File: src/rtl/scan_decoder.sv
// Registered one-hot decoder: direct decode of sel, or an auto-scan that holds
// each position for DWELL enabled cycles and pulses wrap on the roll to zero.
module scan_decoder #(
  parameter int unsigned SEL_W = 3,
  parameter int unsigned DWELL = 4,
  localparam int unsigned OUT_W = 2 ** SEL_W
) (
  input  logic             clk,
  input  logic             rst,
  input  logic             en,
  input  logic             mode,
  input  logic [SEL_W-1:0] sel,
  output logic [OUT_W-1:0] o,
  output logic [SEL_W-1:0] idx,
  output logic             wrap
);

  localparam int unsigned CNT_W = (DWELL > 1) ? $clog2(DWELL) : 1;
  localparam logic [CNT_W-1:0] CNT_LAST = CNT_W'(DWELL - 1);

  logic [CNT_W-1:0] cnt;
  logic [CNT_W-1:0] cnt_n;
  logic [SEL_W-1:0] idx_n;
  logic [OUT_W-1:0] o_n;
  logic             wrap_n;

  // State register; o is stored rather than decoded so it leaves a flop.
  always_ff @(posedge clk) begin
    if (rst) begin
      cnt  <= '0;
      idx  <= '0;
      o    <= OUT_W'(1);
      wrap <= 1'b0;
    end else begin
      cnt  <= cnt_n;
      idx  <= idx_n;
      o    <= o_n;
      wrap <= wrap_n;
    end
  end

  // Next index / dwell count; a direct cycle discards any partial dwell.
  always_comb begin
    cnt_n  = cnt;
    idx_n  = idx;
    wrap_n = 1'b0;
    if (en) begin
      if (!mode) begin
        idx_n = sel;
        cnt_n = '0;
      end else if (cnt == CNT_LAST) begin
        cnt_n  = '0;
        idx_n  = idx + SEL_W'(1);
        wrap_n = &idx;
      end else begin
        cnt_n = cnt + CNT_W'(1);
      end
    end
    o_n = OUT_W'(1) << idx_n;
  end

endmodule

File: config.mk
export PLATFORM = sky130hd
export DESIGN_NAME = scan_decoder
export DESIGN_NICKNAME = d
export VERILOG_FILES = /design/src/rtl/scan_decoder.sv
export SDC_FILE = /design/constraint.sdc
export NUM_CORES = 1
export LEC_CHECK = 0
export ABC_AREA = 1
export ABC_CLOCK_PERIOD_IN_PS = 1900
export BUFFER_PORTS_ARGS = -buffer_cell sky130_fd_sc_hd__buf_2
export CAP_MARGIN = 20
export CORE_MARGIN = 5
export CORE_UTILIZATION = 52
export CTS_BUF_LIST = sky130_fd_sc_hd__clkbuf_4
export CTS_CLUSTER_DIAMETER = 50
export DETAILED_ROUTE_END_ITERATION = 8
export GPL_ROUTABILITY_DRIVEN = 0
export GPL_TIMING_DRIVEN = 0
export PLACE_DENSITY = 0.8
export SYNTH_ARGS = -nofsm -noshare
export SYNTH_HDL_FRONTEND = slang
export SYNTH_SLANG_ARGS = --single-unit
File: constraint.sdc
create_clock -name clk -period 1.9 [get_ports clk]
set_input_delay 0 -clock clk [delete_from_list [all_inputs] [get_ports clk]]
set_output_delay 0 -clock clk [all_outputs]
set_load 0.005 [all_outputs]
Yosys cells after proc, flatten, opt, wreduce, memory -nomap -nowiden

Cells that the tools add are included.

$add $sub $neg: 2
Equal/unequal tests: 1
Shift operators: 1
Muxes and demuxes: 5
Bitwise logic cells: 3
Reductions and logical operators: 2

Operators with widths:

| cell                                                              | count |
|---|---|
| 3-bit two-way mux                                                 | 3 |
| 1-bit by 3-bit left shift with 8-bit output, first input constant | 1 |
| 2-bit two-way mux                                                 | 2 |
| 4-bit OR reduction                                                | 1 |
| 3-bit by 1-bit adder with 3-bit output, second input constant     | 1 |
| 1-bit NOT                                                         | 3 |
| 3-bit AND reduction                                               | 1 |
| 2-bit by 1-bit adder with 2-bit output, second input constant     | 1 |
| 2-bit == test, second input constant                              | 1 |

Register bits after elaboration: 14
Input port bits: 7
Output and inout bits: 12
Logic and storage cells: 18

Depth between registers and ports, before layout

Gate-level depths: netlist (run 1).

Depth in word-level cells: 5
Depth in mapped cells: 9
Gate-level depth less buffers: 9

Worst setup path after synthesis (run 1)

Ideal clock, no wire load.

Kind: flip-flop to flip-flop
Start: register idx[1]
End: register o[0]
Setup time: 116 ps
Arrival time: 1,207 ps
Data required time: 1,784 ps
Path slack: 578 ps
Cell stages (with the launch flop): 10
Path buffers: 0
Period minus slack after synthesis: 1,322 ps
Cell sequence: dfxtp_1 > ha_1 > ha_1 > nand2_1 > nor2_2 > nor2_2 > nand2_2 > nand2_4 > nand2_1 > nor2_2

Cells in the longest elaborated chain, start to end: 5

RTL lines:

| item                                            | line | RTL |
|---|---|---|
| start, declared                                 | 14   | `output logic [SEL_W-1:0] idx,` |
| start signal, assigned                          | 36   | `idx <= idx_n;` |
| 3-bit by 1-bit adder with 3-bit output          | 53   | `idx_n = idx + SEL_W'(1);` |
| 3-bit two-way mux                               | 51   | `end else if (cnt == CNT_LAST) begin` |
| 3-bit two-way mux                               | 48   | `if (!mode) begin` |
| 3-bit two-way mux (*)                           | 47   | `if (en) begin` |
| 1-bit by 3-bit left shift with 8-bit output (*) | 59   | `o_n = OUT_W'(1) << idx_n;` |
| end signal, assigned                            | 37   | `o <= o_n;` |
| end, declared                                   | 13   | `output logic [OUT_W-1:0] o,` |

Mark *: on every way between the ends. The rest lies on a longest branch, timed or not.
A chain may end at the register's enable or synchronous reset.

Worst setup path in the final report (run 1)

Ends and elaborated chain as after synthesis.

==> summary.txt, run 1 <==
GRT
-------------------------------------------------------------------------------------------------
Largest net degree at the start of global routing                                              10
Routing usage on met1                                                                       16.5%
Met2 track demand over resource in global routing                                           22.8%
Global-route wire length before repair                                                    2.14 mm
Global-route usage over all layers                                                          14.2%
Most heavily used metal layer in global routing                                              met2
Via count of the first global-routing pass                                                    535
Met3 routing resource usage after global routing                                            3.91%
Final global-route overflow total                                                               0
Number of antenna violations at the first check in global routing                               0

ROUTING
-------------------------------------------------------------------------------------------------
Routed vias/inst                                                                             4.80
Per-cell routed wire length                                                               11.0 um
Pre-Repair DR Iteration Count                                                                   4
Final Routed Wirelength                                                                   1.23 mm
Total via count after detailed routing                                                        538
Remaining antenna violation count after routing                                                 0
Post-detailed-route DRC marker count                                                            0
Starting DRT DRC Count                                                                          8

FINISH
-------------------------------------------------------------------------------------------------
Number of inserted filler cells in the final layout                                           110
Leading cell types in the layout, fill and taps excluded                             16 x sky130_fd_sc_hd__buf_2, 14 x sky130_fd_sc_hd__dfxtp_1, 8 x sky130_fd_sc_hd__nand2_1, 8 x sky130_fd_sc_hd__nand2_2, 8 x sky130_fd_sc_hd__nor2_1
Non-filler instance count after layout                                                        112
Sequential Area                                                                           280 um2
Area of the multi-input gates                                                             357 um2
Proportion of layout cells with a drive suffix above 1                                      47.4%
Diode insertion count for antenna repair                                                        0
Layout Area Growth over Synthesis                                                           21.0%
Final nets                                                                                    109
Design area                                                                               836 um2
Commonest non-fill, non-tap cell in the layout                                       sky130_fd_sc_hd__buf_2

CLOCKING
-------------------------------------------------------------------------------------------------
Total number of H-tree levels                                                                   1
Clock root cell                                                                      sky130_fd_sc_hd__clkbuf_4
Clock latency at the later pin of the worst-skew pair                                     0.28 ns
Post-cts sizing count                                                                           0
Clock tree from TritonCTS                                                                     yes
Post-CTS setup repair buffer count                                                              0
Number of buffers between clock root and the deepest sink                                       2
Number of buffers inserted during clock tree synthesis                                          3
Register clock-pin slew on the reported worst setup and hold paths                        0.08 ns
Hold buffer count at CTS                                                                        2
Num Clock Sinks                                                                                14

POWER
-------------------------------------------------------------------------------------------------
Power density relative to cell area                                                    702 nW/um2
Internal Dissipation                                                                   0.000424 W
Fraction of power consumed by combinational cells                                           16.6%
Proportion of total power due to net switching                                              27.7%
Leakage power summed over all cells                                                      0.435 nW
Part of the power in the clock network                                                      29.8%
Largest vdd supply drop                                                                  0.319 mV
Switching power of the nets                                                            0.000162 W
Sequential power share                                                                      53.6%

DIE
-------------------------------------------------------------------------------------------------
Floorplan die area                                                                       2160 um2
Area of the core region                                                                  1280 um2
Core Rows                                                                                      13
Boundary pin count                                                                             19
Die Y-Extent                                                                              46.4 um
DIE WIDTH                                                                                 46.4 um
Initial standard-cell utilization of the core                                               53.7%

PLACE
-------------------------------------------------------------------------------------------------
Number of port buffers                                                                         16
Half-perimeter wire length after detailed placement                                        964 um
Total instance count after detailed placement                                                 106
Placed Instance Area                                                                      790 um2

SYNTHESIS
-------------------------------------------------------------------------------------------------
Synth warn                                                                                      0
Synthesized cell area                                                                     691 um2
Post-synthesis area per instance                                                         9.21 um2
Sequential element share of the synthesized area                                            40.6%
Number of distinct library cell variants in the gate-level netlist after synthesis             19
Synthesized netlist net count                                                                  86
Post-synthesis cell count                                                                      75
Seq cells post-synth                                                                           14

WORST SETUP PATH
-------------------------------------------------------------------------------------------------
Largest fanout of any net on the critical path                                                  6
Critical path capture point type                                                        flip-flop
Critical path class                                                                  flip-flop to flip-flop
Nature of the critical path startpoint                                                  flip-flop
Worst path arrival time                                                                   1.66 ns
CP required                                                                               2.13 ns

STA
-------------------------------------------------------------------------------------------------
Max-slew violations                                                                             0
Achievable frequency                                                                    0.702 GHz
Slew at the pin closest to its max-slew limit                                            0.227 ns
Setup Skew                                                                             0.00257 ns
Final worst-path cycle share                                                                75.0%
Endpoints failing hold                                                                          0
RSZ-0062 raised after global routing                                                           no
Max_slew headroom                                                                           84.8%
Worst-case hold slack                                                                  0.00134 ns
Setup total negative slack                                                                   0 ns
Setup Viol. Count Final                                                                         0
Min cycle time layout                                                                     1.42 ns

RUN STATUS
-------------------------------------------------------------------------------------------------
Result of the run                                                                    finished clean

FLOW RUN
-------------------------------------------------------------------------------------------------
Total of max-cap violations                                                                     0

WORST HOLD PATH
-------------------------------------------------------------------------------------------------
Worst hold-check path type                                                           input pin to flip-flop

==> power by group through the flow <==
stage / Sequential, W / Combinational (W) / Clock [W]
finish: 0.000314 / 0.0000972 / 0.000175
global route: 0.000316 / 0.000110 / 0.000191
CTS: 0.000315 / 0.0000984 / 0.000178
detailed placement: 0.000321 / 0.0000948 / 0
global placement: 0.000321 / 0.0000923 / 0
floorplan: 0.000322 / 0.0000684 / 0
==> synth_stat cells, drive strengths merged <==
cell type | number | area, um2
a21boi | 1 | 11.3
a21oi | 2 | 10.0
buf | 2 | 22.5
dfxtp | 14 | 280
ha | 4 | 50.1
inv | 7 | 31.3
nand2 | 20 | 125
nand3 | 6 | 35.0
nor2 | 15 | 83.8
nor3 | 1 | 10.0
o211a | 1 | 10.0
o21ai | 2 | 21.3
==> cells by family (layout without fill, tap and decap cells) <==
family	count (synthesis)	after routing	synth area share, %
adders and majority gates	4	4	7.25
AOI/OAI and AO/OA	6	6	7.61
buffers and inverters	9	31	7.79
DFF	14	14	40.6
and+or+nand+nor	42	42	36.8
==> critical path, cell delays in order, from the launching register on <==
cell and delay (ns):
sky130_fd_sc_hd__dfxtp_1 0.43, sky130_fd_sc_hd__ha_1 0.18, sky130_fd_sc_hd__ha_1 0.22, sky130_fd_sc_hd__nand2_1 0.07, sky130_fd_sc_hd__nor2_2 0.04, sky130_fd_sc_hd__nor2_2 0.11
sky130_fd_sc_hd__nand2_2 0.07, sky130_fd_sc_hd__nand2_4 0.10, sky130_fd_sc_hd__nand2_1 0.08, sky130_fd_sc_hd__nor2_2 0.07
==> state kept, by name, indices dropped and copies added (netlist names) <==
name  count
o         8
idx       3
cnt       2
wrap      1
==> stage by stage <==
step | total power [W] | setup WS (ns) | utilization, %
CTS | 0.000591 | 0.467 | 65.0
global route | 0.000617 | 0.336 | 65.0
global placement | 0.000413 | 0.516 | 61.4
detailed placement | 0.000416 | 0.490 | 61.4
floorplan | 0.000390 | 0.578 | -
finish | 0.000587 | 0.475 | 65.0
==> path summary, 6_finish.rpt <==
path              startpoint     end  slack [ns]  cells past startpoint
setup reg to reg      idx[1]    o[0]        0.48                      9
hold reg to reg       cnt[1]  cnt[1]        0.56                      2
hold / removal            en    wrap       0.001                      3
setup / recovery      idx[1]    o[0]        0.48                      9
==> metal layers <==
layer,wire [um],vias up
met1,526,232
met3,91,6
li1,-,283
met5,0,-
met2,575,17
met4,35,0
==> layout make-up <==
class                           instances  area share (%)
Inverter                                7            3.74
Sequential cell                        14            33.5
Clock buffer                            3            2.69
Buffer                                  2            2.69
Tap cell                               15            2.25
Clock inverter                          1           0.449
Timing Repair Buffer                   18            12.0
Multi-Input combinational cell         52            42.7
Note: power is estimated with default switching activity, not from simulation.
==> run 2, diff against run 1 <==
ABC_CLOCK_PERIOD_IN_PS = 1300   (was 1900)
CORE_UTILIZATION = 47   (was 52)
PLACE_DENSITY = 0.77   (was 0.8)
clock period = 1.3 ns   (was 1.9 ns; I/O delays follow)
==> summary.txt, run 2 (synthesis results as in run 1) <==
WORST SETUP PATH
------------------------------------------------------------------------------------
Worst path arrival time                                                      1.50 ns   -0.16 ns
Critical path class                                                     flip-flop to flip-flop
Largest fanout of any net on the critical path                                     6   unchanged
Nature of the critical path startpoint                                     flip-flop
CP cell instances                                                       ha_4 > ha_4 > nand2_2 > nor2_2 > nor2_2 > nand2_2 > nand2_4 > nand2_2 > nor2_2
Slowest Stage Delay on Critical Path                                         0.37 ns   -0.06 ns
Endpoint of the worst-slack reg-to-reg timing path                              o[0]
Worst flop-to-flop path startpoint                                            idx[1]
Number of cells traversed by the worst register-to-register path                   9   unchanged
Reg2reg setup slack                                                         -0.02 ns   -0.49 ns
Kind of cell adding the most delay to the critical path                 simple AND/OR/NAND/NOR gates
CP required                                                                  1.48 ns   -0.65 ns
Count of buffering cells on the critical path with inverters included              0   unchanged
Cell with the largest stage delay on the worst path                     sky130_fd_sc_hd__dfxtp_4
Critical path capture point type                                           flip-flop

STA
------------------------------------------------------------------------------------
Max_slew headroom                                                              84.9%   about the same
Setup Viol. Count Final                                                            1   +1
Worst-case hold slack                                                     -0.0707 ns   -0.0721 ns
Setup slack after layout                                                  -0.0169 ns   -0.492 ns
Final worst-path cycle share                                                    101%   +26 points
Endpoints failing hold                                                             1   +1
Setup Skew                                                               0.000887 ns   -0.00168 ns
Slew at the pin closest to its max-slew limit                               0.227 ns   -0.000601 ns
Achievable frequency                                                       0.759 GHz   +8.2%
RSZ-0062 raised after global routing                                             yes
Min cycle time layout                                                        1.32 ns   -0.108 ns
Max-slew violations                                                                0   unchanged

ROUTING
------------------------------------------------------------------------------------
Remaining antenna violation count after routing                                    0   unchanged
Starting DRT DRC Count                                                             5   -3
Total via count after detailed routing                                           554   +3.0%
Final Routed Wirelength                                                      1.31 mm   +6.9%
Post-detailed-route DRC marker count                                               0   unchanged
Per-cell routed wire length                                                  11.7 um   +6.9%
Routed vias/inst                                                                4.95   +3.0%
Pre-Repair DR Iteration Count                                                      4   unchanged

POWER
------------------------------------------------------------------------------------
Switching power of the nets                                               0.000240 W   +48%
Leakage power summed over all cells                                         0.430 nW   -1.1%
Sequential power share                                                         53.3%   -0.3 points
Largest vdd supply drop                                                     0.564 mV   +77%
Part of the power in the clock network                                         29.4%   -0.4 points
Internal Dissipation                                                      0.000623 W   +47%
Power density relative to cell area                                       989 nW/um2   +41%
Proportion of total power due to net switching                                 27.8%   +0.12 points
Fraction of power consumed by combinational cells                              17.3%   +0.7 points

DIE
------------------------------------------------------------------------------------
DIE WIDTH                                                                    48.3 um   +4.1%
Area of the core region                                                     1350 um2   +5.1%
Die Y-Extent                                                                 48.3 um   +4.1%
Initial standard-cell utilization of the core                                  51.2%   -2.6 points
Core Rows                                                                         13   unchanged
Floorplan die area                                                          2340 um2   +8.3%
Boundary pin count                                                                19   unchanged

PLACE
------------------------------------------------------------------------------------
Total instance count after detailed placement                                    106   unchanged
Number of port buffers                                                            16   unchanged
Half-perimeter wire length after detailed placement                           976 um   +1.3%

FINISH
------------------------------------------------------------------------------------
Top register by number of flip-flops                                               o
Diode insertion count for antenna repair                                           0   unchanged
Top flop regs                                                           o: 8 flops, idx: 3 flops, cnt: 2 flops
Flip-flop count of the largest register after layout                               8   unchanged
Leading cell types in the layout, fill and taps excluded                16 x sky130_fd_sc_hd__buf_2, 12 x sky130_fd_sc_hd__dfxtp_1, 10 x sky130_fd_sc_hd__nand2_2
Layout Area Growth over Synthesis                                              26.4%
Commonest non-fill, non-tap cell in the layout                          sky130_fd_sc_hd__buf_2
Final nets                                                                       109   unchanged
Non-filler instance count after layout                                           112   unchanged
Proportion of layout cells with a drive suffix above 1                         56.7%   +9.3 points

CLOCKING
------------------------------------------------------------------------------------
Number of buffers between clock root and the deepest sink                          2   unchanged
Number of buffers inserted during clock tree synthesis                             3   unchanged
Hold buffer count at CTS                                                           1   -1
Clock latency at the later pin of the worst-skew pair                        0.28 ns   about the same
Num Clock Sinks                                                                   14   unchanged
Clock tree from TritonCTS                                                        yes
Total number of H-tree levels                                                      1   unchanged
Register clock-pin slew on the reported worst setup and hold paths           0.08 ns   about the same
Clock root cell                                                         sky130_fd_sc_hd__clkbuf_4

RUN STATUS
------------------------------------------------------------------------------------
Failing checks                                                          hold timing, setup timing
Result of the run                                                       complete, but fails checks

GRT
------------------------------------------------------------------------------------
Final global-route overflow total                                                  0   unchanged
Number of antenna violations at the first check in global routing                  0   unchanged
Via count of the first global-routing pass                                       544   +1.7%
Global-route wire length before repair                                       2.23 mm   +4.2%
Global-route usage over all layers                                             12.1%   -2.1 points
Largest net degree at the start of global routing                                 10   unchanged

FLOW RUN
------------------------------------------------------------------------------------
Total of max-cap violations                                                        0   unchanged

WORST HOLD PATH
------------------------------------------------------------------------------------
Hold wc startpoint                                                               rst
Worst min-delay path endpoint                                                 idx[1]
Worst hold-check path type                                              input pin to flip-flop
Number of stages on the worst hold path                                            2   -1

-- run 2: cell count changes in the layout (fill, tap and decap cells not counted), moves of 2 or more --
cell                      before  now
sky130_fd_sc_hd__ha_4          0    2
sky130_fd_sc_hd__nand2_1       8    6
sky130_fd_sc_hd__dfxtp_1      14   12
sky130_fd_sc_hd__nand2_2       8   10
sky130_fd_sc_hd__ha_1          4    1
-- run 2: cell type report --
class                      count  area (um2)
multi-input combinational     52         392
fill                         118         477
buffer                         2        22.5
clock buffer                   3        22.5
sequential                    14         285
timing repair buffer          18        97.6
clock inverter                 1        3.75
tap                           15        18.8
inverter                       7        31.3
-- run 2: repair_timing --
| action | 4_1_cts | 5_1_grt |
|---|---|---|
| setup buffers | 0 | 1 |
| setup endpoints to repair | 9 | 10 |
| pin swaps | 3 | 2 |
| hold endpoints to repair | 2 | 1 |
| gates resized for setup | 6 | 1 |
-- run 2: how the worst max path moves through the flow --
stage	endpoint	slack (ns)	depth (start not counted)	from
3_3_place_gp	o[0]	-0.06	9	idx[0]
4_1_cts	o[0]	-0.03	9	idx[1]
5_1_grt	o[0]	-0.08	9	idx[1]
6_report	o[0]	-0.02	9	idx[1]
3_5_place_dp	o[0]	-0.08	9	idx[0]
2_1_floorplan	o[0]	0.007	9	idx[0]
-- run 2: worst reg2reg max path, cell delays in order (launching register included) --
cell	delay [ns]
sky130_fd_sc_hd__dfxtp_4	0.37
sky130_fd_sc_hd__ha_4	0.16
sky130_fd_sc_hd__ha_4	0.26
sky130_fd_sc_hd__nand2_2	0.05
sky130_fd_sc_hd__nor2_2	0.09
sky130_fd_sc_hd__nor2_2	0.05
sky130_fd_sc_hd__nand2_2	0.07
sky130_fd_sc_hd__nand2_4	0.08
sky130_fd_sc_hd__nand2_2	0.07
sky130_fd_sc_hd__nor2_2	0.03
-- run 2: per-layer routing --
metal / GRT usage, % / up-vias / part of all wire [%]
li1: - / 281 / -
met1: 12.1 / 246 / 40
met2: 20.2 / 19 / 49
met3: 5.50 / 8 / 7.2
met4: 6.91 / 0 / 4.4
met5: 0 / - / 0
-- run 2: power groups by stage --
| stage | Clock [W] | Combinational (W) | Sequential [W] |
|---|---|---|---|
| final | 0.000254 | 0.000149 | 0.000461 |
| after CTS | 0.000261 | 0.000145 | 0.000461 |
| after detailed placement | 0 | 0.000139 | 0.000470 |
| after floorplan | 0 | 0.000101 | 0.000471 |
| after global routing | 0.000283 | 0.000165 | 0.000463 |
| after global placement | 0 | 0.000137 | 0.000470 |
-- run 2: through the flow --
stage	setup TNS (ns)	utilization, %	total power [W]	area [um2]	setup slack, ns
after floorplan	0	-	0.000572	696	0.00698
after global placement	-0.287	58.9	0.000606	795	-0.0590
after detailed placement	-0.488	58.9	0.000609	795	-0.0753
after CTS	-0.0486	63.9	0.000867	863	-0.0349
after global routing	-0.435	64.7	0.000911	873	-0.0848
final	-0.0169	64.7	0.000864	873	-0.0169
==> run 3, diff against run 2 <==
PLACE_DENSITY = unset   (was 0.77)
PLACE_DENSITY_LB_ADDON = 0.15   (was unset)
==> summary.txt, run 3 (synthesis results as in run 1) <==
RUN STATUS
---------------------------------------------------------------------------------
Result of the run                                                    complete, but fails checks
Failing checks                                                       setup timing

STA
---------------------------------------------------------------------------------
Slew at the pin closest to its max-slew limit                            0.220 ns   -0.00646 ns
Min cycle time layout                                                     1.32 ns   +0.00223 ns
Achievable frequency                                                    0.758 GHz   -0.17%
Final worst-path cycle share                                                 101%   +0.17 points
Max-slew violations                                                             0   unchanged
Setup slack after layout                                               -0.0191 ns   -0.00223 ns
Setup Viol. Count Final                                                         1   unchanged
Max_slew headroom                                                           85.3%   +0.43 points
Setup Skew                                                             0.00921 ns   +0.00832 ns
Endpoints failing hold                                                          0   -1
RSZ-0062 raised after global routing                                          yes

GRT
---------------------------------------------------------------------------------
Final global-route overflow total                                               0   unchanged
Largest net degree at the start of global routing                              10   unchanged
Via count of the first global-routing pass                                    495   -9.0%
Global-route usage over all layers                                          12.1%   unchanged
Number of antenna violations at the first check in global routing               0   unchanged
Global-route wire length before repair                                    2.26 mm   +1.3%

DIE
---------------------------------------------------------------------------------
Initial standard-cell utilization of the core                               51.2%   unchanged
Core Rows                                                                      13   unchanged
Floorplan die area                                                       2340 um2   unchanged
Area of the core region                                                  1350 um2   unchanged
DIE WIDTH                                                                 48.3 um   unchanged
Boundary pin count                                                             19   unchanged
Die Y-Extent                                                              48.3 um   unchanged

CLOCKING
---------------------------------------------------------------------------------
Clock latency at the later pin of the worst-skew pair                     0.27 ns   about the same
Clock root cell                                                      sky130_fd_sc_hd__clkbuf_4
Register clock-pin slew on the reported worst setup and hold paths        0.07 ns   about the same
Number of buffers inserted during clock tree synthesis                          3   unchanged
Total number of H-tree levels                                                   1   unchanged
Num Clock Sinks                                                                14   unchanged
Clock tree from TritonCTS                                                     yes
Number of buffers between clock root and the deepest sink                       2   unchanged

FINISH
---------------------------------------------------------------------------------
Non-filler instance count after layout                                        114   +1.8%
Layout Area Growth over Synthesis                                           31.3%
Flip-flop count of the largest register after layout                            8   unchanged
Final nets                                                                    111   +1.8%
Diode insertion count for antenna repair                                        0   unchanged
Leading cell types in the layout, fill and taps excluded             16 x sky130_fd_sc_hd__buf_2, 11 x sky130_fd_sc_hd__dfxtp_1, 9 x sky130_fd_sc_hd__nand2_2
Commonest non-fill, non-tap cell in the layout                       sky130_fd_sc_hd__buf_2
Top register by number of flip-flops                                            o
Util after Layout                                                           67.2%   +2.5 points
Top flop regs                                                        o: 8 flops, idx: 3 flops, cnt: 2 flops
Proportion of layout cells with a drive suffix above 1                      57.6%   +0.87 points
Design area                                                               907 um2   +3.9%

WORST SETUP PATH
---------------------------------------------------------------------------------
Worst path arrival time                                                   1.48 ns   -0.02 ns
Number of cells traversed by the worst register-to-register path                9   unchanged
Worst setup path startpoint                                                idx[1]
Endpoint of the worst setup timing path                                      o[0]
Worst flop-to-flop path startpoint                                         idx[1]
Nature of the critical path startpoint                                  flip-flop
CP required                                                               1.46 ns   -0.02 ns
Reg2reg setup slack                                                      -0.02 ns   about the same
Endpoint of the worst-slack reg-to-reg timing path                           o[0]
Critical path capture point type                                        flip-flop
Largest fanout of any net on the critical path                                  6   unchanged
Critical path class                                                  flip-flop to flip-flop

ROUTING
---------------------------------------------------------------------------------
Post-detailed-route DRC marker count                                            0   unchanged
Remaining antenna violation count after routing                                 0   unchanged
Pre-Repair DR Iteration Count                                                   3   -1
Per-cell routed wire length                                               11.3 um   -3.8%
Starting DRT DRC Count                                                          4   -1
Total via count after detailed routing                                        526   -5.1%
Final Routed Wirelength                                                   1.29 mm   -2.1%
Routed vias/inst                                                             4.61   -6.7%

WORST HOLD PATH
---------------------------------------------------------------------------------
Worst hold-check path type                                           input pin to flip-flop

POWER
---------------------------------------------------------------------------------
Largest vdd supply drop                                                  0.892 mV   +58%
Part of the power in the clock network                                      27.7%   -1.7 points
Switching power of the nets                                            0.000227 W   -5.6%
Fraction of power consumed by combinational cells                           18.6%   +1.3 points
Leakage power summed over all cells                                      0.450 nW   +4.6%
Internal Dissipation                                                   0.000629 W   +0.90%
Proportion of total power due to net switching                              26.5%   -1.3 points
Sequential power share                                                      53.7%   +0.4 points
Total power                                                            0.000856 W   -0.92%
Power density relative to cell area                                    943 nW/um2   -4.6%

PLACE
---------------------------------------------------------------------------------
Total instance count after detailed placement                                 106   unchanged
Half-perimeter wire length after detailed placement                        934 um   -4.3%
Number of port buffers                                                         16   unchanged
Placed Instance Area                                                      795 um2   unchanged

FLOW RUN
---------------------------------------------------------------------------------
Total of max-cap violations                                                     0   unchanged

## run 3: changes by cell type in the layout (fill, tap and decap cells not counted), sizes merged
cell	change
dlygate4sd3	+1
buf	+1
## run 3: per-layer routing
metal  routed length (um)  up-vias  global-route usage [%]
met2                  624       14                    19.3
met4                    0        0                    1.38
met3                  107        0                    6.42
met5                    0        -                       0
met1                  553      230                    14.5
li1                     -      282                       -
## run 3: area by class of cell
type	instances	area, um2
multi-input cells	52	407
flip-flops and latches	14	287
repair buffers	20	115
clock buffers	3	22.5
plain buffers	2	22.5
clock inverters	1	3.75
inverters	7	31.3
well taps	15	18.8
fillers	116	443
## run 3: what timing repair did
| item | in CTS | in global routing |
|---|---|---|
| setup buffers | 2 | 0 |
| hold buffers | 2 | 0 |
| endpoints found under the setup margin | 9 | 9 |
| resized for setup | 5 | 6 |
| pin swaps | 4 | 3 |
| hold endpoints to repair | 2 | 0 |
## run 3: power groups by stage
stage	logic, W	registers, W	clock network (W)
2_1_floorplan	0.000101	0.000471	0
3_3_place_gp	0.000137	0.000470	0
3_5_place_dp	0.000140	0.000470	0
4_1_cts	0.000156	0.000458	0.000248
5_1_grt	0.000179	0.000463	0.000276
6_report	0.000159	0.000460	0.000237
## run 3: worst min-delay path by stage
| stage | cells past startpoint | end | slack [ns] | from |
|---|---|---|---|---|
| after floorplan | 1 | idx[1] | 0.09 | rst |
| after global placement | 2 | idx[1] | 0.22 | rst |
| after detailed placement | 2 | idx[1] | 0.22 | rst |
| after CTS | 3 | wrap | 0.01 | en |
| after global routing | 2 | cnt[0] | 0.04 | en |
| final | 2 | cnt[0] | 0.03 | en |
## run 3: critical path, stage by stage (launching register included)
cell,delay [ns]
sky130_fd_sc_hd__dfxtp_4,0.36
sky130_fd_sc_hd__ha_4,0.16
sky130_fd_sc_hd__ha_4,0.26
sky130_fd_sc_hd__nand2_4,0.05
sky130_fd_sc_hd__nor2_4,0.09
sky130_fd_sc_hd__nor2_4,0.04
sky130_fd_sc_hd__nand2_2,0.07
sky130_fd_sc_hd__nand2_4,0.08
sky130_fd_sc_hd__nand2_2,0.07
sky130_fd_sc_hd__nor2_2,0.03
## run 3: per-stage QoR
step | setup slack [ns] | hold WS (ns) | setup TNS [ns]
CTS | -0.0235 | 0.00959 | -0.0303
global placement | -0.0570 | 0.220 | -0.302
detailed placement | -0.0876 | 0.222 | -0.552
finish | -0.0191 | 0.0274 | -0.0191
global route | -0.0752 | 0.0362 | -0.237
floorplan | 0.00698 | 0.0865 | 0
